[config.mk]
export PLATFORM = sky130hd
export DESIGN_NAME = traffic_phase_seq_flat
export DESIGN_NICKNAME = d
export VERILOG_FILES = /design/src/rtl/traffic_phase_seq_if.sv /design/src/rtl/traffic_phase_seq.sv /design/src/flat_wrapper.sv
export SDC_FILE = /design/constraint.sdc
export NUM_CORES = 1
export LEC_CHECK = 0
export CORE_MARGIN = 2
export CORE_UTILIZATION = 50
export DETAILED_ROUTE_END_ITERATION = 10
export GPL_TIMING_DRIVEN = 0
export PLACE_DENSITY = 0.83
export SKIP_CTS_REPAIR_TIMING = 1
export SKIP_LAST_GASP = 1
export SYNTH_ARGS = -nofsm -noshare
export SYNTH_HDL_FRONTEND = slang
export SYNTH_SLANG_ARGS = --single-unit
export TNS_END_PERCENT = 50
[constraint.sdc]
create_clock -name div_clk -period 1.65 [get_ports div_clk]
set_input_delay 0.33 -clock div_clk [delete_from_list [all_inputs] [get_ports div_clk]]
set_output_delay 0.33 -clock div_clk [all_outputs]
set_load 0.1 [all_outputs]
[src/rtl/traffic_phase_seq_if.sv]
// Pin bundle for the traffic phase sequencer: mode/config buttons and demand
// pulses in, RGB lights, countdown, active way and pending demands out.
interface traffic_phase_seq_if #(
  parameter int N_WAY = 2,
  parameter int CNT_W = 4,
  parameter int WAY_W = (N_WAY > 1) ? $clog2(N_WAY) : 1
);
  logic [1:0]         mode_i;
  logic [1:0]         cfg_sel_i;
  logic               inc_i;
  logic               dec_i;
  logic               def_i;
  logic [N_WAY-1:0]   ped_req_i;
  logic [3*N_WAY-1:0] light_o;
  logic [CNT_W-1:0]   cnt_o;
  logic [WAY_W-1:0]   way_o;
  logic [N_WAY-1:0]   ped_pend_o;

  modport master (
    output mode_i, cfg_sel_i, inc_i, dec_i, def_i, ped_req_i,
    input  light_o, cnt_o, way_o, ped_pend_o
  );

  modport slave (
    input  mode_i, cfg_sel_i, inc_i, dec_i, def_i, ped_req_i,
    output light_o, cnt_o, way_o, ped_pend_o
  );
endinterface

[src/rtl/traffic_phase_seq.sv]
// N-way traffic-light phase sequencer on the 1 Hz tick clock.
// Rotates GREEN/YELLOW/ALLRED per way, with a config mode to edit phase
// lengths, a flashing-yellow mode and demand-driven green gap-out.
module traffic_phase_seq #(
  parameter int N_WAY     = 2,
  parameter int CNT_W     = 4,
  parameter int G_DEF     = 5,
  parameter int Y_DEF     = 1,
  parameter int R_DEF     = 1,
  parameter int MIN_GREEN = 2,
  parameter int WAY_W     = (N_WAY > 1) ? $clog2(N_WAY) : 1
) (
  input  logic               div_clk,
  input  logic               rst,
  traffic_phase_seq_if.slave bus
);

  typedef enum logic [2:0] {
    S_IDLE, S_GREEN, S_YELLOW, S_ALLRED, S_CONFIG, S_FLASH
  } state_e;

  localparam logic [2:0] C_RED    = 3'b100;
  localparam logic [2:0] C_GREEN  = 3'b010;
  localparam logic [2:0] C_YELLOW = 3'b110;
  localparam logic [2:0] C_BLUE   = 3'b001;
  localparam logic [2:0] C_WHITE  = 3'b111;
  localparam logic [2:0] C_OFF    = 3'b000;

  localparam logic [CNT_W-1:0] LEN_ONE  = CNT_W'(1);
  localparam logic [CNT_W-1:0] LEN_MAX  = {CNT_W{1'b1}};
  localparam logic [CNT_W-1:0] G_LEN0   = CNT_W'(G_DEF);
  localparam logic [CNT_W-1:0] Y_LEN0   = CNT_W'(Y_DEF);
  localparam logic [CNT_W-1:0] R_LEN0   = CNT_W'(R_DEF);
  localparam logic [CNT_W-1:0] MIN_G    = CNT_W'(MIN_GREEN);
  localparam logic [WAY_W-1:0] WAY_LAST = WAY_W'(N_WAY - 1);

  state_e             state_q, state_d;
  logic [WAY_W-1:0]   way_q, way_d;
  logic [CNT_W-1:0]   cnt_q, cnt_d;
  logic [CNT_W-1:0]   g_len_q, g_len_d;
  logic [CNT_W-1:0]   y_len_q, y_len_d;
  logic [CNT_W-1:0]   r_len_q, r_len_d;
  logic [N_WAY-1:0]   pend_q, pend_d;
  logic               flash_q, flash_d;

  logic               cfg_mode, flash_mode;
  logic [CNT_W-1:0]   sel_len, sel_def, new_len;
  logic [N_WAY-1:0]   way_oh;
  logic               gap_out;
  logic [N_WAY-1:0][2:0] light_w;
  logic [CNT_W-1:0]   cnt_out;

  assign cfg_mode   = (bus.mode_i == 2'b01);
  assign flash_mode = bus.mode_i[1];

  // State register: async reset also restores the phase lengths.
  always_ff @(posedge div_clk or posedge rst) begin
    if (rst) begin
      state_q <= S_IDLE;
      way_q   <= '0;
      cnt_q   <= '0;
      g_len_q <= G_LEN0;
      y_len_q <= Y_LEN0;
      r_len_q <= R_LEN0;
      pend_q  <= '0;
      flash_q <= 1'b0;
    end else begin
      state_q <= state_d;
      way_q   <= way_d;
      cnt_q   <= cnt_d;
      g_len_q <= g_len_d;
      y_len_q <= y_len_d;
      r_len_q <= r_len_d;
      pend_q  <= pend_d;
      flash_q <= flash_d;
    end
  end

  // Length editing: inc > dec > def on the selected register, config edges only.
  always_comb begin
    g_len_d = g_len_q;
    y_len_d = y_len_q;
    r_len_d = r_len_q;
    case (bus.cfg_sel_i)
      2'd0:    begin sel_len = g_len_q; sel_def = G_LEN0; end
      2'd1:    begin sel_len = y_len_q; sel_def = Y_LEN0; end
      default: begin sel_len = r_len_q; sel_def = R_LEN0; end
    endcase
    new_len = sel_len;
    if (bus.inc_i)
      new_len = (sel_len == LEN_MAX) ? sel_len : sel_len + LEN_ONE;
    else if (bus.dec_i)
      new_len = (sel_len <= LEN_ONE) ? LEN_ONE : sel_len - LEN_ONE;
    else if (bus.def_i)
      new_len = sel_def;
    if (cfg_mode) begin
      case (bus.cfg_sel_i)
        2'd0:    g_len_d = new_len;
        2'd1:    y_len_d = new_len;
        2'd2:    r_len_d = new_len;
        default: ;
      endcase
    end
  end

  // Next state: mode override first, then phase advance, gap-out, countdown.
  always_comb begin
    state_d = state_q;
    way_d   = way_q;
    cnt_d   = cnt_q;
    flash_d = flash_q;
    pend_d  = pend_q | bus.ped_req_i;
    way_oh  = '0;
    way_oh[way_q] = 1'b1;
    // A demand arriving this edge already counts toward gap-out.
    gap_out = (|((pend_q | bus.ped_req_i) & ~way_oh)) && (cnt_q > MIN_G);
    if (cfg_mode) begin
      state_d = S_CONFIG;
    end else if (flash_mode) begin
      state_d = S_FLASH;
      flash_d = (state_q == S_FLASH) ? ~flash_q : 1'b1;
    end else begin
      case (state_q)
        S_GREEN: begin
          if (cnt_q <= LEN_ONE) begin
            state_d = S_YELLOW;
            cnt_d   = y_len_q;
          end else if (gap_out) begin
            cnt_d = MIN_G;
          end else begin
            cnt_d = cnt_q - LEN_ONE;
          end
        end
        S_YELLOW: begin
          if (cnt_q <= LEN_ONE) begin
            state_d = S_ALLRED;
            cnt_d   = r_len_q;
          end else begin
            cnt_d = cnt_q - LEN_ONE;
          end
        end
        S_ALLRED: begin
          if (cnt_q <= LEN_ONE) begin
            state_d = S_GREEN;
            way_d   = (way_q == WAY_LAST) ? '0 : way_q + WAY_W'(1);
            cnt_d   = g_len_q;
            pend_d[way_d] = 1'b0;
          end else begin
            cnt_d = cnt_q - LEN_ONE;
          end
        end
        // IDLE, CONFIG and FLASH all restart the run at GREEN(0).
        default: begin
          state_d   = S_GREEN;
          way_d     = '0;
          cnt_d     = g_len_q;
          pend_d[0] = 1'b0;
        end
      endcase
    end
  end

  // Output decode from registered state (config lights/count follow cfg_sel_i).
  always_comb begin
    cnt_out = '0;
    for (int k = 0; k < N_WAY; k++) begin
      light_w[k] = C_BLUE;
      case (state_q)
        S_GREEN:  light_w[k] = (WAY_W'(k) == way_q) ? C_GREEN  : C_RED;
        S_YELLOW: light_w[k] = (WAY_W'(k) == way_q) ? C_YELLOW : C_RED;
        S_ALLRED: light_w[k] = C_RED;
        S_FLASH:  light_w[k] = flash_q ? C_YELLOW : C_OFF;
        S_CONFIG: begin
          case (bus.cfg_sel_i)
            2'd0:    light_w[k] = (k == 0) ? C_GREEN : C_RED;
            2'd1:    light_w[k] = C_YELLOW;
            2'd2:    light_w[k] = C_WHITE;
            default: light_w[k] = C_BLUE;
          endcase
        end
        default:  light_w[k] = C_BLUE;
      endcase
    end
    case (state_q)
      S_GREEN, S_YELLOW, S_ALLRED: cnt_out = cnt_q;
      S_CONFIG: begin
        case (bus.cfg_sel_i)
          2'd0:    cnt_out = g_len_q;
          2'd1:    cnt_out = y_len_q;
          2'd2:    cnt_out = r_len_q;
          default: cnt_out = '0;
        endcase
      end
      default: cnt_out = '0;
    endcase
  end

  assign bus.light_o    = light_w;
  assign bus.cnt_o      = cnt_out;
  assign bus.way_o      = way_q;
  assign bus.ped_pend_o = pend_q;

endmodule

[src/flat_wrapper.sv]
// flat-port wrapper written by rule: the top's interface ports become plain ports
module traffic_phase_seq_flat 
#(
  parameter int N_WAY     = 2,
  parameter int CNT_W     = 4,
  parameter int G_DEF     = 5,
  parameter int Y_DEF     = 1,
  parameter int R_DEF     = 1,
  parameter int MIN_GREEN = 2,
  parameter int WAY_W     = (N_WAY > 1) ? $clog2(N_WAY) : 1
)
  (div_clk, rst, bus_mode_i, bus_cfg_sel_i, bus_inc_i, bus_dec_i, bus_def_i, bus_ped_req_i, bus_light_o, bus_cnt_o, bus_way_o, bus_ped_pend_o);
  traffic_phase_seq_if #(.N_WAY(N_WAY), .CNT_W(CNT_W), .WAY_W(WAY_W)) bus_i ();
  input  logic div_clk;
  input  logic rst;
  input wire logic [$bits(bus_i.mode_i)-1:0] bus_mode_i;
  input wire logic [$bits(bus_i.cfg_sel_i)-1:0] bus_cfg_sel_i;
  input wire logic [$bits(bus_i.inc_i)-1:0] bus_inc_i;
  input wire logic [$bits(bus_i.dec_i)-1:0] bus_dec_i;
  input wire logic [$bits(bus_i.def_i)-1:0] bus_def_i;
  input wire logic [$bits(bus_i.ped_req_i)-1:0] bus_ped_req_i;
  output wire logic [$bits(bus_i.light_o)-1:0] bus_light_o;
  output wire logic [$bits(bus_i.cnt_o)-1:0] bus_cnt_o;
  output wire logic [$bits(bus_i.way_o)-1:0] bus_way_o;
  output wire logic [$bits(bus_i.ped_pend_o)-1:0] bus_ped_pend_o;
  assign bus_i.mode_i = bus_mode_i;
  assign bus_i.cfg_sel_i = bus_cfg_sel_i;
  assign bus_i.inc_i = bus_inc_i;
  assign bus_i.dec_i = bus_dec_i;
  assign bus_i.def_i = bus_def_i;
  assign bus_i.ped_req_i = bus_ped_req_i;
  assign bus_light_o = bus_i.light_o;
  assign bus_cnt_o = bus_i.cnt_o;
  assign bus_way_o = bus_i.way_o;
  assign bus_ped_pend_o = bus_i.ped_pend_o;
  traffic_phase_seq #(.N_WAY(N_WAY), .CNT_W(CNT_W), .G_DEF(G_DEF), .Y_DEF(Y_DEF), .R_DEF(R_DEF), .MIN_GREEN(MIN_GREEN), .WAY_W(WAY_W)) u_core (.div_clk(div_clk), .rst(rst), .bus(bus_i));
endmodule
==> Word-level counts from Yosys, hierarchy flattened <==
Cells that the tools add are included.
{ "word_totals": {"register_bits": 23, "elab_cells": 97} }
{ "classes": {"reduce_logical": 14, "mux": 42, "magnitude_cmp": 7, "n_bitwise": 9, "n_addsub": 4, "n_eq_ne": 13} }
{ "ops": {"columns": ["operator", "count"], "rows": [
  ["$mux W4", 9],
  ["$pmux W3 S5", 2],
  ["$mux W3", 9],
  ["$pmux W3 S3", 3],
  ["$pmux W4 S3", 2],
  ["$pmux W4 S2", 2],
  ["$ne A4 B2 Y1 const B", 3],
  ["$mux W2", 5],
  ["$reduce_and A2 Y1", 5],
  ["$le A4 B1 Y1 const B", 2],
  ["$sub A4 B1 Y4 const B", 2],
  ["$eq A3 B2 Y1 const B", 2],
  ["$eq A3 B3 Y1 const B", 2],
  ["$mux W1", 6],
  ["$add A4 B1 Y4 const B", 1],
  ["$and A2 B2 Y2", 2],
  ["$eq A2 B1 Y1 const B", 2],
  ["$eq A4 B4 Y1 const B", 1],
  ["$gt A4 B2 Y1 const B", 1],
  ["$lt A1 B2 Y1 const B", 2],
  ["$not A1 Y1", 4],
  ["$not A2 Y2", 2],
  ["$pmux W1 S2", 2],
  ["$reduce_and A4 Y1", 1],
  ["other kinds (12)", 17]
]} }

==> Longest topological paths before layout <==
Gate-level depths: netlist of run 1.
{ "depth": {"ltp_word": 12, "ltp_mapped": 11} }

==> Least setup slack after synthesis of run 1 <==
OpenSTA, ideal clock, no wires.
{ "synth_path": {"path_kind": "register -> output", "from": "register u_core.way_q, in the netlist u_core.bus.way_o", "to": "output port bus_light_o[4]", "path_slack_ps": -2282, "path_buffers": 0, "t_arrival_ps": 3602, "stages_incl_launch_ff": 3, "t_required_ps": 1320, "cell_sequence": "dfrtp_1 -> inv_1 -> o32ai_1"} }
{ "synth_via": {"elab_chain_cells": 2, "word_cells_on_any_way": 3} }
{ "synth_lines": {"columns": ["element", "line", "rtl"], "rows": [
  ["from (decl)", "traffic_phase_seq.sv:38", "logic [WAY_W-1:0] way_q, way_d;"],
  ["from (signal assigned)", "traffic_phase_seq.sv:69", "way_q <= way_d;"],
  ["$mux W2 / $mux W3 (equally long branches)", "traffic_phase_seq.sv:170, traffic_phase_seq.sv:169", null],
  ["$pmux W3 S5 (*)", "traffic_phase_seq.sv:168", "case (state_q)"],
  ["to (decl)", "flat_wrapper.sv:22", "output wire logic [$bits(bus_i.light_o)-1:0] bus_light_o;"]
]} }
Every way passes the cells marked *; elsewhere a longest branch is shown, timed or not.

==> Worst setup path in the final report of run 1 <==
{ "layout_path": {"from": "register u_core.state_q[1]", "to": "output port bus_light_o[2]"} }
{ "layout_via": {"elab_chain_cells": 2, "word_cells_on_any_way": 6} }
{ "layout_lines": {"columns": ["element", "line", "rtl"], "rows": [
  ["from (decl)", "traffic_phase_seq.sv:37", "state_e state_q, state_d;"],
  ["from (signal assigned)", "traffic_phase_seq.sv:68", "state_q <= state_d;"],
  ["$eq A3 B3 Y1 (tied with other cells)", "traffic_phase_seq.sv:168", null],
  ["$pmux W3 S5 (*)", "traffic_phase_seq.sv:168", null]
]} }
Marks and branches as above.

==> results of run 1 <==
## cell usage in the layout, fill, tap and decap left out, types with 7 or more instances in the layout
cell type and count:
buf_4 27, nand2_1 18, nor2_1 17, dfrtp_1 14, a21oi_1 12, buf_12 11, o22ai_1 9, nor3_1 9
buf_6 7, inv_1 7, a21oi_2 7, clkdlybuf4s50_1 7
## state kept, by name, summed over array words and instances, names as in the netlist
| signal | count |
|---|---|
| u_core.bus.ped_pend_o | 2 |
| u_core.flash_q | 1 |
| u_core.cnt_q | 4 |
| u_core.bus.way_o | 1 |
| u_core.state_q | 3 |
| u_core.g_len_q | 4 |
| u_core.y_len_q | 4 |
| u_core.r_len_q | 4 |
## routing by layer
metal,vias to the layer above,track usage [%]
met1,1032,32.3
met5,-,0
met3,22,2.91
met4,0,7.29
met2,120,47.1
li1,968,-
## cells by family after synthesis
| group | count (synthesis) | share of synthesized area, % |
|---|---|---|
| adders and majority gates | 9 | 5.99 |
| and+or+nand+nor | 79 | 22.0 |
| DFF | 23 | 30.9 |
| xor gates and xnor gates | 2 | 0.932 |
| buffers and inverters | 26 | 6.25 |
| AOI/OAI and AO/OA | 84 | 31.8 |
| muxes | 4 | 2.20 |
## tightest hold or removal path: stages
cell and delay, ns:
clkbuf_1 0.21, nand3_4 0.14, a31oi_4 0.08
## power groups by stage
stage | clock network, mW | logic (mW) | registers, mW
2_1_floorplan | 0 | 1.12 | 0.860
3_3_place_gp | 0 | 1.39 | 0.890
3_5_place_dp | 0 | 1.42 | 0.891
4_1_cts | 0.384 | 1.43 | 0.880
5_1_grt | 0.405 | 1.99 | 0.918
6_report | 0.395 | 1.90 | 0.907
## area by class of cell
type | instances | share of cell area (%)
multi-input cells | 179 | 52.3
flip-flops and latches | 23 | 19.4
repair buffers | 52 | 18.9
plain buffers | 11 | 3.38
inverters | 14 | 2.39
well taps | 48 | 1.98
clock buffers | 3 | 1.36
clock inverters | 1 | 0.247
## how the worst max path moves through the flow
stage | cells after the start | slack (ns) | from | to
after floorplan | 5 | -0.56 | u_core.state_q[1] | bus_cnt_o[0]
after global placement | 7 | -1.70 | bus_cfg_sel_i[1] | bus_light_o[3]
after detailed placement | 7 | -1.71 | bus_cfg_sel_i[1] | bus_light_o[3]
after CTS | 7 | -1.72 | bus_cfg_sel_i[1] | bus_light_o[3]
after global routing | 5 | -0.56 | u_core.state_q[1] | bus_light_o[2]
final | 5 | -0.53 | u_core.state_q[1] | bus_light_o[2]
==> metrics.csv, run 1 <==
stage,metric,value,unit
status,outcome,"finished, violations left",
status,failing checks,negative setup slack,
detailed_routing,Metal-1 WL,2690,um
global_routing,initial antenna violation count,0,
final_layout,layout cell share with drive strength beyond 1,44.2,%
floorplan,Die Y,65.3,um
synthesis,"Avg Cell Area, Syn",8.28,sq um
synthesis,mapped cell area,0.00188,sq mm
synthesis,Synth top area share,25.3,%
clock_network,TritonCTS clock tree,yes,
pwr,Psw,1.52,mW
floorplan,Die X,65.3,um
final_layout,Final Instance Area,0.00304,sq mm
floorplan,starting density of the core,51.8,%
pwr,Clk pwr share,12.3,%
detailed_routing,Antenna Nets Post-Route,0,
worst_setup_path,reg2reg setup slack,-0.42,ns
worst_setup_path,Crit Path Category,reg2out,
run,max-cap check violation count,0,
detailed_routing,DRC,0,
worst_setup_path,launching point of the worst reg2reg path,u_core.cnt_q[1],
clock_network,CTS max path bufs,2,
final_layout,sequential cell area,589,sq um
place,IO Port Bufs,22,
worst_setup_path,WP buf/inv,2,
clock_network,H-Tree Depth,1,
synthesis,top post-synthesis cells by area,"dfrtp_1 25%, ha_1 6.0%, dfstp_2 5.6%",
pwr,Int Pwr,1.68,mW
detailed_routing,met2 wire length,3460,um
detailed_routing,Max Used Layer,met4,
sta,Worst Max-Slew Pin Slew,0.962,ns
detailed_routing,drt wl/cell,20.3,um
sta,Tmin final,2.18,ns
worst_hold_path,min-delay src,bus_inc_i,
pwr,PwrDens,1050,mW/mm^2
final_layout,final core occ,83.6,%
worst_setup_path,"Cell Chain, Critical Path","buf_8, nor3b_4, a21oi_1, a21oi_4, buf_12",
worst_setup_path,crit-path max FO,7,
sta,endpoints failing hold,0,
synthesis,commonest cells in the synthesized netlist,"23 x nor2_1, 20 x a21oi_1, 19 x dfrtp_1, 18 x nand2_1, 13 x inv_1",
worst_setup_path,WP data required,1.32,ns
worst_setup_path,crit path launch type,flop,
sta,Slew Limit Fails,0,
sta,Slew HR,35.8,%
pwr,VDD IR-drop max,0.800,mV
final_layout,fin nets,304,
synthesis,most area-hungry cell type in the Yosys netlist,dfrtp_1,
worst_setup_path,CP arrival,1.85,ns
sta,worst setup margin,-0.528,ns
pwr,Combinational Power Share,59.3,%
clock_network,clock sink total,23,
clock_network,clk_lat worst skew,0.28,ns
synthesis,sequential-to-total area share from yosys stat,30.9,%
worst_hold_path,Min-Delay Path Depth,3,
floorplan,Die Footprint,0.00427,sq mm
pwr,LEAKAGE,1.13,nW
worst_setup_path,cells on worst reg2reg path,7,
global_routing,vias in the first global route,1879,
detailed_routing,vias per inst,6.47,
final_layout,final std cells w/o fill,331,
sta,Worst Skew,0.00692,ns
final_layout,# fillers,197,
sta,count of final setup violators,34,
final_layout,footprint of the multi-input gates,0.00159,sq mm
global_routing,grt total ovfl,0,
pwr,Net Sw Frac,47.4,%
sta,Hold Slack,0.485,ns
pwr,Tot Pwr,3.20,mW
pwr,Reg power frac,28.3,%
global_routing,largest net degree at the start of global routing,24,
place,Cells after DPL,297,
clock_network,CTS Buf Count,3,
place,Place WS,-1.71,ns
sta,Setup TNS,-8.88,ns
worst_hold_path,hold crit path type,in2reg,
clock_network,clk slew on worst S/H paths,0.10,ns
final_layout,Ant. Diodes,0,
clock_network,Root Driver,clkbuf_8,
worst_setup_path,max incr delay on CP,0.42,ns
synthesis,Syn Nets,247,
final_layout,Area growth syn-to-layout,61.5,%
global_routing,Tot GR Track Use,25.9,%
synthesis,post-synthesis sequential element count,23,
worst_setup_path,R2R Path End,u_core.state_q[0],
detailed_routing,routed wire length,6720,um
synthesis,cell with the most instances after synthesis,nor2_1,
place,area post-placement,0.00243,sq mm
sta,final period utilization,132,%
worst_setup_path,slowest CP cell,dfrtp_1,
worst_hold_path,WHS Endpoint,u_core.g_len_q[2],
synthesis,Netlist cell types,55,
synthesis,"EDFF count, synth",0,
worst_setup_path,Worst Setup End Kind,primary output,
sta,fmax,459,MHz
global_routing,global-route wire length before repair,8670,um
sta,RSZ-0062 raised after global routing,true,
detailed_routing,DR vias,2142,
worst_setup_path,crit-path leading delay family,flip-flops,
synthesis,Synth Warn #,0,
detailed_routing,drt initial violations,241,
floorplan,Std-Cell Rows,22,
synthesis,top_reg_cell synth,dfrtp_1,
place,DP HPWL,4010,um
detailed_routing,DR pass1 iterations,5,
synthesis,Synth Instances,227,
place,Final GP Congestion,0.943,
synthesis,ys async rst share,100,%
floorplan,I/O pin cnt,24,
detailed_routing,met3 WL,384,um
floorplan,Placeable Area,0.00363,sq mm
Power figures use the tool's default switching activity.
==> inputs of run 2 (changes only) <==
- CORE_ASPECT_RATIO: default -> 0.8
- PLACE_DENSITY: 0.83 -> 0.76
==> run 2 against run 1 <==
The flow still finishes with violations (negative setup slack). Critical path depth increased by 3. First-iteration DRC count shrank 24%. Worst hold slack better by 0.024 ns. Die area barely moved. Setup slack better by 0.029 ns. Utilization down 0.86 points. Global-route usage is 0.72 points higher. Clock skew up 0.0035 ns. Non-clock buffer count down 10. Sequential share of layout area rose by 0.84 points.
==> metrics.csv, run 2 (same netlist as run 1, synthesis figures left out) <==
stage,metric,value,unit,change
status,outcome,"finished, violations left",,
status,failing checks,negative setup slack,,
worst_hold_path,hold crit path type,reg2reg,,
sta,Tmin final,2.15,ns,-0.0293 ns
final_layout,"commonest cells after routing, fill and taps aside","18 x nand2_1, 18 x buf_4, 17 x nor2_1",,
pwr,Int Pwr,1.60,mW,-4.8%
worst_setup_path,"Cell Chain, Critical Path","buf_8, buf_8, nor2_4, o21ai_2, a21oi_2, o21bai_4, buf_12, buf_12",,
worst_setup_path,slowest CP cell,dfrtp_1,,
global_routing,global-route wire length before repair,8920,um,+2.9%
global_routing,largest net degree at the start of global routing,24,,unchanged
detailed_routing,vias per inst,6.64,,+2.6%
floorplan,starting density of the core,53.4,%,+1.7 points
sta,fmax,465,MHz,+1.4%
global_routing,vias in the first global route,1741,,-7.3%
clock_network,clk slew on worst S/H paths,0.09,ns,about the same
clock_network,CTS max path bufs,2,,unchanged
sta,Slew HR,35.9,%,+0.13 points
worst_setup_path,max incr delay on CP,0.41,ns,about the same
worst_setup_path,reg2reg setup slack,-0.43,ns,about the same
pwr,Tot Pwr,3.04,mW,-5.0%
clock_network,H-Tree Depth,1,,unchanged
sta,Slew Limit Fails,0,,unchanged
floorplan,Placeable Area,0.00352,sq mm,-3.2%
worst_setup_path,crit path launch type,flop,,
sta,Worst Max-Slew Pin Slew,0.958,ns,-0.00342 ns
sta,RSZ-0062 raised after global routing,true,,
final_layout,layout cell share with drive strength beyond 1,41.0,%,-3.1 points
final_layout,Area growth syn-to-layout,54.8,%,
detailed_routing,DR vias,2092,,-2.3%
pwr,Net Sw Frac,47.3,%,-0.11 points
detailed_routing,drt initial violations,182,,-24%
sta,endpoints failing hold,0,,unchanged
worst_hold_path,min-delay src,u_core.g_len_q[0],,
global_routing,grt total ovfl,0,,unchanged
sta,worst setup margin,-0.499,ns,+0.0293 ns
clock_network,CTS Buf Count,3,,unchanged
place,Final GP Congestion,0.903,,-4.2%
pwr,Reg power frac,29.9,%,+1.6 points
clock_network,clock sink total,23,,unchanged
worst_setup_path,cells on worst reg2reg path,7,,unchanged
detailed_routing,DRC,0,,unchanged
run,max-cap check violation count,0,,unchanged
final_layout,Ant. Diodes,0,,unchanged
place,DP HPWL,3990,um,-0.51%
worst_hold_path,WHS Endpoint,u_core.g_len_q[0],,
floorplan,Std-Cell Rows,19,,-14%
floorplan,Die Y,58.9,um,-9.9%
global_routing,Tot GR Track Use,26.7,%,+0.72 points
worst_setup_path,crit-path max FO,6,,-1
sta,count of final setup violators,34,,unchanged
clock_network,TritonCTS clock tree,yes,,
detailed_routing,routed wire length,6360,um,-5.4%
pwr,Psw,1.44,mW,-5.2%
sta,Setup TNS,-10.27,ns,-1.39 ns
detailed_routing,DR pass1 iterations,5,,unchanged
worst_setup_path,R2R Path End,u_core.state_q[0],,
clock_network,Root Driver,clkbuf_8,,
sta,Worst Skew,0.0104,ns,+0.00346 ns
pwr,PwrDens,1040,mW/mm^2,-0.85%
pwr,Clk pwr share,11.8,%,-0.5 points
worst_setup_path,WP data required,1.32,ns,about the same
detailed_routing,Antenna Nets Post-Route,0,,unchanged
sta,final period utilization,130,%,-1.8 points
clock_network,clk_lat worst skew,0.27,ns,about the same
global_routing,initial antenna violation count,0,,unchanged
detailed_routing,drt wl/cell,20.2,um,-0.55%
pwr,VDD IR-drop max,0.980,mV,+23%
pwr,LEAKAGE,1.07,nW,-5.9%
floorplan,Die X,72.6,um,+11%
worst_setup_path,CP arrival,1.82,ns,-0.03 ns
final_layout,fin nets,294,,-3.3%
worst_setup_path,launching point of the worst reg2reg path,u_core.cnt_q[1],,
worst_setup_path,Crit Path Category,reg2out,,
worst_setup_path,Worst Setup End Kind,primary output,,
worst_hold_path,Min-Delay Path Depth,2,,-1
place,IO Port Bufs,22,,unchanged
floorplan,I/O pin cnt,24,,unchanged
pwr,Combinational Power Share,58.3,%,-1.0 points
floorplan,Die Footprint,0.00427,sq mm,about the same
[run 2: routing by layer]
| layer | up-vias | global-route usage (%) | part of all wire [%] |
|---|---|---|---|
| met5 | - | 0 | 0 |
| met4 | 0 | 2.91 | 2.6 |
| met3 | 23 | 3.60 | 8.6 |
| met2 | 110 | 38.1 | 45 |
| met1 | 1011 | 43.5 | 43 |
| li1 | 948 | - | - |
[run 2: worst max-delay path by stage]
stage | startpoint | end | slack [ns] | cells past startpoint
floorplan | u_core.state_q[1] | bus_cnt_o[0] | -0.56 | 5
global placement | bus_cfg_sel_i[1] | bus_light_o[3] | -1.75 | 7
detailed placement | bus_cfg_sel_i[1] | bus_light_o[3] | -1.78 | 7
CTS | bus_cfg_sel_i[1] | bus_light_o[3] | -1.78 | 7
global route | u_core.state_q[1] | bus_light_o[3] | -0.56 | 8
finish | u_core.state_q[1] | bus_light_o[3] | -0.50 | 8
[run 2: area by class of cell]
class	count	area, sq um
buffer	11	106
sequential	23	589
tap	42	52.6
fill	211	608
timing repair buffer	42	482
clock buffer	4	45.0
multi-input combinational	179	1560
inverter	14	75.1
[run 2: power by group through the flow]
stage          Sequential, mW  Combinational [mW]  Clock [mW]
2_1_floorplan           0.860                1.12           0
3_3_place_gp            0.894                1.40           0
3_5_place_dp            0.896                1.41           0
4_1_cts                 0.884                1.41       0.364
5_1_grt                 0.926                1.88       0.389
6_report                0.908                1.77       0.360
[run 2: stage by stage]
step / util [%] / setup WS (ns) / area, sq um / hold WS [ns] / cells
finish: 82.7 / -0.499 / 2910 / 0.510 / 315
global route: 82.7 / -0.560 / 2910 / 0.528 / 315
CTS: 70.0 / -1.78 / 2460 / 0.446 / 295
detailed placement: 68.7 / -1.78 / 2420 / 0.501 / 291
global placement: 68.7 / -1.75 / 2420 / 0.491 / 291
floorplan: - / -0.556 / 2150 / 0.329 / 227
[run 2: critical path, delay by kind of cell (launching register included)]
family,cells,cell delay (ns)
AOI/OAI and AO/OA,3,0.39
DFF,1,0.41
buffers and inverters,4,0.56
and+or+nand+nor,1,0.20
